## src/rtl/bnn_pkg.sv

```systemverilog
// Shared definitions for the binarized-network datapath stages.
package bnn_pkg;

    localparam int POP_W = 8;
    localparam logic [POP_W-1:0] POP_MAX = 8'd128;

    typedef enum logic [1:0] {
        IDLE  = 2'd0,
        ACCUM = 2'd1,
        DONE  = 2'd2
    } state_t;

    // Accumulator width able to hold max_chunks * POP_MAX without wrapping.
    function automatic int acc_width(input int max_chunks);
        return POP_W + $clog2(max_chunks);
    endfunction

endpackage

```

## src/rtl/xnor_pop_accum.sv

```systemverilog
// Accumulates per-chunk XNOR popcounts for one neuron and applies the
// threshold activation, presenting one result per neuron on a valid/ready port.
module xnor_pop_accum
    import bnn_pkg::*;
#(
    parameter int MAX_CHUNKS = 16,
    parameter int CNT_W      = $clog2(MAX_CHUNKS) + 1,
    parameter int ACC_W      = acc_width(MAX_CHUNKS)
) (
    input  logic             clk,
    input  logic             rst_n,
    input  logic             in_valid,
    output logic             in_ready,
    input  logic [POP_W-1:0] in_pop,
    input  logic             in_last,
    input  logic [ACC_W-1:0] cfg_thresh,
    output logic             out_valid,
    input  logic             out_ready,
    output logic [ACC_W-1:0] out_pop,
    output logic             out_act,
    output logic [CNT_W-1:0] out_chunks,
    output logic             out_err
);

    localparam logic [CNT_W-1:0] CNT_CAP = CNT_W'(MAX_CHUNKS);

    state_t           state;
    logic [ACC_W-1:0] acc;
    logic [ACC_W-1:0] thresh_q;
    logic [CNT_W-1:0] cnt;
    logic             err_q;

    logic             accept;
    logic             illegal;
    logic [POP_W-1:0] pop_c;
    logic [ACC_W-1:0] sum;
    logic [CNT_W-1:0] cnt_nxt;
    logic [ACC_W-1:0] thresh_eff;
    logic             at_cap;
    logic             final_beat;
    logic             err_nxt;

    // in_ready is low while reset is held, so it cannot be a plain register.
    assign in_ready = rst_n && (state != DONE);
    assign accept   = in_valid && in_ready;

    always_comb begin
        illegal    = in_pop > POP_MAX;
        pop_c      = illegal ? POP_MAX : in_pop;
        // A beat taken in IDLE starts a fresh neuron rather than adding to stale state.
        sum        = ((state == IDLE) ? '0 : acc) + {{(ACC_W-POP_W){1'b0}}, pop_c};
        cnt_nxt    = ((state == IDLE) ? '0 : cnt) + 1'b1;
        thresh_eff = (state == IDLE) ? cfg_thresh : thresh_q;
        at_cap     = (cnt_nxt == CNT_CAP);
        final_beat = in_last || at_cap;
        err_nxt    = ((state == IDLE) ? 1'b0 : err_q) | illegal | (at_cap && !in_last);
    end

    always_ff @(posedge clk or negedge rst_n) begin
        if (!rst_n) begin
            state      <= IDLE;
            acc        <= '0;
            cnt        <= '0;
            thresh_q   <= '0;
            err_q      <= 1'b0;
            out_valid  <= 1'b0;
            out_pop    <= '0;
            out_act    <= 1'b0;
            out_chunks <= '0;
            out_err    <= 1'b0;
        end else begin
            case (state)
                IDLE, ACCUM: begin
                    if (accept) begin
                        acc   <= sum;
                        cnt   <= cnt_nxt;
                        err_q <= err_nxt;
                        if (state == IDLE) begin
                            thresh_q <= cfg_thresh;
                        end
                        if (final_beat) begin
                            state      <= DONE;
                            out_valid  <= 1'b1;
                            out_pop    <= sum;
                            out_act    <= (sum >= thresh_eff);
                            out_chunks <= cnt_nxt;
                            out_err    <= err_nxt;
                        end else begin
                            state <= ACCUM;
                        end
                    end
                end
                DONE: begin
                    if (out_ready) begin
                        out_valid <= 1'b0;
                        state     <= IDLE;
                    end
                end
                default: state <= IDLE;
            endcase
        end
    end

endmodule
```

## config.mk

```make
export PLATFORM = sky130hd
export DESIGN_NAME = xnor_pop_accum
export DESIGN_NICKNAME = d
export VERILOG_FILES = /design/src/rtl/bnn_pkg.sv /design/src/rtl/xnor_pop_accum.sv
export SDC_FILE = /design/constraint.sdc
export NUM_CORES = 1
export LEC_CHECK = 0
export CAP_MARGIN = 40
export CORE_MARGIN = 2
export CORE_UTILIZATION = 50
export DETAILED_ROUTE_END_ITERATION = 8
export PLACE_DENSITY = 0.77
export SETUP_SLACK_MARGIN = 0.3
export SYNTH_ARGS = -nofsm -noshare
export SYNTH_HDL_FRONTEND = slang
export SYNTH_SLANG_ARGS = --single-unit
```

## constraint.sdc

```tcl
create_clock -name clk -period 4.01 [get_ports clk]
set_input_delay 1.203 -clock clk [delete_from_list [all_inputs] [get_ports clk]]
set_output_delay 1.203 -clock clk [all_outputs]
set_load 0.01 [all_outputs]
```

* Yosys cells after proc, flatten, opt, wreduce, memory -nomap -nowiden
Index checks and enable logic that the tools add are counted.
Word-level totals: bits in writable memories 0, memories kept 0, bits in read-only memories 0, output and inout port bits 21, latch bits 0, word-level logic and storage cells 48, register bits 52, bits of input ports 25
Operators by class: add/subtract/negate cells 2, multipliers 0, shift operators 0, bitwise operators 2, muxes and demuxes 13, $lt $le $gt $ge 2, equal/unequal tests 7, divide/modulo/power cells 0, reduce and logical (&&, ||, !) cells 12
Operators by type and width (number):
- 12-bit 2-to-1 mux | 2
- 12-bit by 8-bit adder with 12-bit output | 1
- 12-bit >= comparator | 1
- 8-bit > comparator (second input constant) | 1
- 8-bit 2-to-1 mux | 1
- 2-bit != test (second input constant) | 4
- 2-bit 2-to-1 mux | 3
- 5-bit by 1-bit adder with 5-bit output (second input constant) | 1
- 5-bit equality test (second input constant) | 1
- 5-bit 2-to-1 mux | 1
- 1-bit 2-to-1 mux | 4
- 2-bit one-hot mux with 2 select lines | 1
- 2-bit AND reduction | 2
- 4-bit AND reduction | 1
- 1-bit logical AND | 3
- 3-bit AND reduction | 1
- 2-bit by 1-bit equality test with 1-bit output (second input constant) | 1
- 2-bit equality test (second input constant) | 1
- 2-bit zero test | 1
- 1-bit bitwise OR | 2
- 1-bit one-hot mux with 2 select lines | 1
- 2-bit nonzero test | 1
- 2-bit OR reduction | 1
- 1-bit zero test | 1
- 1-bit logical OR | 1

* Longest topological paths before layout
Gate-level depths: netlist of run 1.
depth after elaboration 8, depth in mapped cells 18

* Worst setup path before layout of run 1
OpenSTA, ideal clock, no wires.
path type input-to-reg, start input port in_pop[4], end register out_act, library setup time 125 ps, arrival time 3722 ps, path buffers 0, slack 163 ps, stages 13, required time 3885 ps, cells stage by stage nor2b_1 ha_1 a21oi_1 nand2_1 o2111a_1 and2_1 or3_1 ha_1 a21o_1 a21o_1 a21oi_1 o21ai_0 mux2_4
Between the ends: cells in the longest elaborated chain, start to end 4
RTL lines:
- start, declared | line xnor_pop_accum.sv:14 | input logic [POP_W-1:0] in_pop,
- 8-bit > comparator | line xnor_pop_accum.sv:48 | illegal = in_pop > POP_MAX;
- 8-bit 2-to-1 mux (*) | line xnor_pop_accum.sv:49 | pop_c = illegal ? POP_MAX : in_pop;
- 12-bit by 8-bit adder with 12-bit output (*) | line xnor_pop_accum.sv:51 | sum = ((state == IDLE) ? '0 : acc) + {{(ACC_W-POP_W){1'b0}}, pop_c};
- via sum[9] | line xnor_pop_accum.sv:36 | logic [ACC_W-1:0] sum;
- 12-bit >= comparator (*) | line xnor_pop_accum.sv:85 | out_act <= (sum >= thresh_eff);
- end signal, assigned | line xnor_pop_accum.sv:85
- end, declared | line xnor_pop_accum.sv:20 | output logic out_act,
Mark *: on every way through the listed nets, which the timed path passes. The rest lies on a longest branch. A chain may end at the register's enable or synchronous reset.

* Worst setup path after layout of run 1
start input port in_pop[0], end register out_act
Same word-level chain as after synthesis.

==> reports/metrics.csv, run 1 <==
stage,metric,value,unit
global_routing,number of global-route vias before repair,3060,
job,Max-cap violations,0,
cells_and_area,Final Util,72.43,%
sta,WHS,0.4838,ns
place,Port Buffer Count,45,
route,DR pass1 iterations,5,
die,Placeable Area,6277,sq um
cells_and_area,Area Growth Syn to Fin,41.02,%
clock_tree,worst skew pair latency,0.32,ns
clock_tree,Sinks on Clock Net,52,
pwr,switching share of power,35.36,%
pwr,register share of total power,37.3,%
sta,Max Clk Rate,0.2740,GHz
setup_path,required time of the critical path,4.23,ns
route,DRT iter0 DRCs,296,
route,DRT antenna net count,0,
sta,"Hold Vio Cnt, Final",0,
cells_and_area,"commonest non-fill, non-tap cell in the layout",buf_4,
setup_path,CP Max Fanout,2,
pwr,Internal,1.328,mW
synthesis,"FFs w/ async S/R, synth",100.0,%
setup_path,Worst R2R Start,state[0],
die,die area,7107,sq um
synthesis,"Seq/Total Area, Yosys",40.36,%
min_path,Worst Hold Depth,2,
setup_path,startpoint types,primary input,
clock_tree,CTS Buf Count,5,
place,gp weighted congestion,0.8557,
setup_path,WS Path Type,in2reg,
route,via count,2960,
synthesis,"top cells by area, synth","dfrtp_1 40%, ha_1 8.5%, nand2_1 5.4%, o21ai_0 4.5%, mux2_2 4.2%",
pwr,clock power share,15.9,%
global_routing,GRT overflow,0,
synthesis,Synth Cell Area,3224,sq um
die,I/O pins,46,
setup_path,Worst setup EP type,register,
synthesis,synthesized net count,380,
global_routing,antenna violations before repair,0,
sta,Rel. slew slack,43.69,%
sta,final period utilization,91.02,%
die,Die W,84.31,um
cells_and_area,# fillers,435,
global_routing,GRT Util Overall,26.22,%
sta,worst-margin pin slew,0.8437,ns
cells_and_area,NumNets Final,484,
setup_path,CP startpoint,in_pop[0],
route,Post-Route WL,9267,um
sta,Setup Skew,0.01525,ns
min_path,Hold Path Class,reg2reg,
clock_tree,hold_buf cts,0,
synthesis,Synth Instances,332,
clock_tree,Clock Path Buffers,2,
die,Row Count,29,
cells_and_area,"commonest cells after routing, fill and taps aside","66 x buf_4, 52 x dfrtp_1, 45 x nand2_1",
pwr,cell area power density,451.7,nW/um^2
sta,"Setup violations, final",0,
pwr,sw power,726.2,uW
synthesis,Syn Area/Cell,9.712,sq um
min_path,hold path start,acc[0],
die,Starting Density,51.37,%
setup_path,worst r2r path cells,15,
global_routing,first-pass GRT wire length,14670,um
sta,Final min period,3.650,ns
clock_tree,CTS tree,yes,
synthesis,Synth Register Bits,52,
sta,RSZ-0062 raised after global routing,yes,
synthesis,Post-synth EDFFs,0,
run_status,status,"finished, final reports clean",
pwr,Comb power frac,46.9,%
synthesis,Yosys cell types,51,
synthesis,top-area cell type share of the netlist area,40.36,%
setup_path,Worst Path Arrival,3.87,ns
route,WL/cell,18.03,um
die,chip height,84.31,um
cells_and_area,layout cells sized above 1,32.49,%
synthesis,synth warn,0,
clock_tree,root buf cell,clkbuf_8,
place,DP Wirelength,5800,um
pwr,LEAKAGE,2.190,nW
synthesis,dominant cell type by area after synthesis,dfrtp_1,
synthesis,most common flop cell mapped by yosys,dfrtp_1,
route,vias per cell,5.759,
pwr,Max VDD drop,0.2419,mV
route,Post-route DRC,0,
sta,Max Slew Vio Count,0,
clock_tree,clock slew at reported path FFs,0.11,ns
cells_and_area,Ant. Diodes,0,
clock_tree,H-tree depth,2,
global_routing,largest net degree at the start of global routing,53,
==> flip-flops by register name (all words and copies together) (netlist names) <==
signal,flops
acc,12
out_pop,12
thresh_q,12
cnt,5
out_chunks,5
state,2
err_q,1
out_act,1
out_err,1
out_valid,1
==> metrics by stage <==
step	std cells	TNS (ns)	setup slack, ns	instance area, sq um	power [mW]
2_1_floorplan	332	0	0.2590	3238	1.207
3_3_place_gp	476	-0.4019	-0.4019	3976	1.535
3_5_place_dp	476	-0.5367	-0.5367	3976	1.570
4_1_cts	507	0	0.3002	4422	1.965
5_1_grt	514	0	0.2840	4547	2.166
6_report	514	0	0.3599	4547	2.054
==> worst max-delay path: stages <==
cell and delay (ns):
clkbuf_2 0.10, nor2b_4 0.16, ha_4 0.14, inv_1 0.05
fa_2 0.34, nand2b_4 0.15, a21oi_2 0.16, buf_4 0.16
o21a_4 0.15, mux2i_2 0.28, ha_1 0.29, a21o_1 0.19
a21oi_2 0.12, o21ai_1 0.09, mux2_4 0.27
==> Yosys cell counts, types with 9 or more instances <==
library cell,instances
a21oi_1,14
and2_1,12
clkbuf_1,12
dfrtp_1,52
ha_1,22
mux2_2,12
mux2i_1,12
nand2_1,46
nor2_1,17
nor2b_1,9
o21ai_0,29
==> metal layers <==
layer  share of wire, %  GRT usage (%)
met1                 40          31.67
met4                2.9          9.091
met5                  0              0
met2                 52          47.11
met3                4.9          4.425
==> repair_timing <==
item	CTS	global route
pin swaps	24	26
resized for setup	53	21
buffers inserted	23	7
setup endpoints to repair	1	2
==> power groups by stage <==
stage / Sequential (mW) / Clock, mW / Combinational, mW
floorplan: 0.776 / 0 / 0.431
global placement: 0.761 / 0 / 0.774
detailed placement: 0.769 / 0 / 0.801
CTS: 0.759 / 0.327 / 0.879
global route: 0.780 / 0.353 / 1.03
finish: 0.765 / 0.326 / 0.962
==> final timing paths <==
check                                   to  slack (ns)
worst min register to register      acc[0]        0.48
min in group asynchronous          acc[11]        1.04
max in group asynchronous       out_pop[1]        2.52
worst max register to register     out_act        0.46
worst max-delay path               out_act        0.36
worst min-delay path                acc[0]        0.48
==> cells by family (layout without fill, tap and decap cells) <==
| logic type | count (synthesis) | in the layout | share of synthesized area [%] |
|---|---|---|---|
| AND/OR/NAND/NOR | 114 | 114 | 17.23 |
| AO/OA/AOI/OAI | 80 | 80 | 16.22 |
| flip-flops | 52 | 52 | 40.36 |
| multiplexers | 32 | 32 | 11.64 |
| adder cells (fa/ha/maj) | 23 | 23 | 9.158 |
| buffers and inverters | 23 | 128 | 3.221 |
| XOR/XNOR | 8 | 8 | 2.173 |
==> area by class of cell <==
| type | instances | area (sq um) | area share [%] |
|---|---|---|---|
| Tap cell | 77 | 96.34 | 2.119 |
| Timing Repair Buffer | 112 | 934.6 | 20.56 |
| Sequential cell | 52 | 1301 | 28.62 |
| Inverter | 8 | 30.03 | 0.6604 |
| Clock inverter | 1 | 7.507 | 0.1651 |
| Multi-Input combinational cell | 257 | 2091 | 45.98 |
| Clock buffer | 7 | 86.33 | 1.899 |
(Power assumes the default switching activity.)
==> inputs of run 2 (changes only) <==
- SETUP_SLACK_MARGIN: 0.3 -> not set
==> run 2 against run 1 <==
  * Sequential cell count is the same
  * Register-to-register slack lost 0.12 ns
  * Routed wire length shrank 11%
  * Sequential power shrank 0.8%
  * Worst setup slack lost 0.27 ns
  * Critical path depth shrank 1
  * Clock skew shrank 0.0054 ns
  * Utilization shrank 4.5 points
  * Non-clock buffer count shrank 25
  * Critical path type unchanged
  * Largest cell class unchanged
  * Largest power group unchanged
  * Highest routed layer unchanged
==> reports/metrics.csv, run 2 (same netlist as run 1, synthesis figures left out) <==
stage,metric,value,unit
run_status,status,"finished, final reports clean",
setup_path,CP Max Fanout,3,
cells_and_area,"commonest cells after routing, fill and taps aside","52 x dfrtp_1, 45 x nand2_1, 42 x buf_4",
cells_and_area,Largest regs,"acc (12), out_pop (12), thresh_q (12)",
clock_tree,root buf cell,clkbuf_8,
setup_path,flop-to-flop setup slack,0.34,ns
setup_path,Setup crit end,out_act,
route,via count,2778,
clock_tree,hold_buf cts,0,
clock_tree,CTS tree,yes,
setup_path,CP startpoint,in_pop[0],
sta,final period utilization,97.86,%
setup_path,required time of the critical path,4.21,ns
setup_path,Worst setup EP type,register,
route,DRT iter0 DRCs,242,
pwr,Max VDD drop,0.2398,mV
cells_and_area,"commonest non-fill, non-tap cell in the layout",dfrtp_1,
setup_path,WS Path Type,in2reg,
clock_tree,CTS Buf Count,5,
route,Post-Route WL,8227,um
global_routing,number of global-route vias before repair,2814,
die,Starting Density,51.37,%
sta,Rel. slew slack,52.23,%
cells_and_area,NumNets Final,459,
die,die area,7107,sq um
place,gp weighted congestion,0.8718,
die,chip height,84.31,um
cells_and_area,Area Growth Syn to Fin,32.29,%
route,vias per cell,5.681,
job,Max-cap violations,0,
pwr,LEAKAGE,2.045,nW
setup_path,Worst R2R Start,state[1],
clock_tree,worst skew pair latency,0.31,ns
setup_path,R2R Path End,out_act,
sta,Max Slew Vio Count,0,
route,DRT antenna net count,0,
route,Post-route DRC,0,
place,Port Buffer Count,45,
setup_path,Worst Path Arrival,4.13,ns
pwr,cell area power density,456.8,nW/um^2
setup_path,startpoint types,primary input,
route,WL/cell,16.82,um
die,Row Count,29,
place,DP Wirelength,5621,um
place,"Cell Area, Placed",3950,sq um
global_routing,antenna violations before repair,0,
route,DR pass1 iterations,4,
cells_and_area,layout cells sized above 1,24.27,%
sta,Max Clk Rate,0.2548,GHz
clock_tree,H-tree depth,2,
sta,Setup Skew,0.009825,ns
clock_tree,Sinks on Clock Net,52,
clock_tree,clock slew at reported path FFs,0.10,ns
cells_and_area,Final Cell Area,4265,sq um
die,Placeable Area,6277,sq um
min_path,Hold Path Class,reg2reg,
global_routing,GRT Util Overall,22.64,%
die,I/O pins,46,
cells_and_area,Ant. Diodes,0,
sta,Final min period,3.924,ns
pwr,Tot Pwr,1.948,mW
setup_path,worst r2r path cells,14,
global_routing,first-pass GRT wire length,12970,um
sta,worst-margin pin slew,0.7090,ns
die,Die W,84.31,um
sta,"Setup violations, final",0,
clock_tree,Clock Path Buffers,2,
global_routing,GRT overflow,0,
sta,"Hold Vio Cnt, Final",0,
global_routing,largest net degree at the start of global routing,53,
==> run 2: area by class of cell <==
class                           instances  area [sq um]
Fill cell                             479          2012
Timing Repair Buffer                   87         760.7
Tap cell                               77         96.34
Inverter                                8         30.03
Multi-Input combinational cell        257          1983
Clock buffer                            7         86.33
Clock inverter                          1         7.507
Sequential cell                        52          1301
==> run 2: per-layer routing <==
metal | up-vias | track usage, % | routed length [um] | part of all wire (%)
li1 | 1334 | - | - | -
met1 | 1330 | 29.74 | 3501 | 43
met2 | 93 | 38.38 | 4170 | 51
met3 | 21 | 3.048 | 323 | 3.9
met4 | 0 | 8.065 | 232 | 2.8
met5 | - | 0 | 0 | 0
==> run 2: where the power goes <==
group / internal, mW / switching (mW) / total [mW]
clock network: 0.141 / 0.181 / 0.322
logic: 0.467 / 0.401 / 0.867
registers: 0.667 / 0.0924 / 0.759
total: 1.27 / 0.674 / 1.95
==> run 2: worst max-delay path, cell delays in order <==
cell and delay (ns):
clkdlybuf4s50_1 0.48, nor2b_4 0.16, ha_4 0.13, inv_1 0.05
fa_2 0.34, nand2b_4 0.17, a21oi_4 0.20, nor2_1 0.09
xnor2_1 0.26, ha_1 0.29, a21o_1 0.16, a221oi_1 0.23
o21ai_0 0.11, mux2_4 0.25
==> run 2: worst min path at each step <==
stage	slack, ns	end	start	cells after the start
floorplan	0.44	acc[2]	acc[2]	2
global placement	0.45	acc[2]	acc[2]	2
detailed placement	0.46	acc[2]	acc[2]	2
CTS	0.49	acc[2]	acc[2]	2
global route	0.50	acc[2]	acc[2]	2
finish	0.49	out_chunks[2]	out_chunks[2]	1
==> run 2: through the flow <==
step / utilization [%] / setup WS [ns] / hold WS (ns) / instances / TNS (ns)
after CTS: 65.62 / 0.008138 / 0.4860 / 484 / 0
after detailed placement: 62.93 / -0.4823 / 0.4640 / 473 / -0.4823
after global routing: 67.95 / -0.02284 / 0.5011 / 489 / -0.02284
after floorplan: - / 0.1631 / 0.4375 / 332 / 0
final: 67.95 / 0.08583 / 0.4883 / 489 / 0
after global placement: 62.93 / -0.4283 / 0.4530 / 473 / -0.4283
==> run 2: repair_timing <==
item,4_1_cts,5_1_grt
endpoints found under the setup margin,1,1
setup buffers,3,5
resized for setup,10,23
pin swaps,7,12
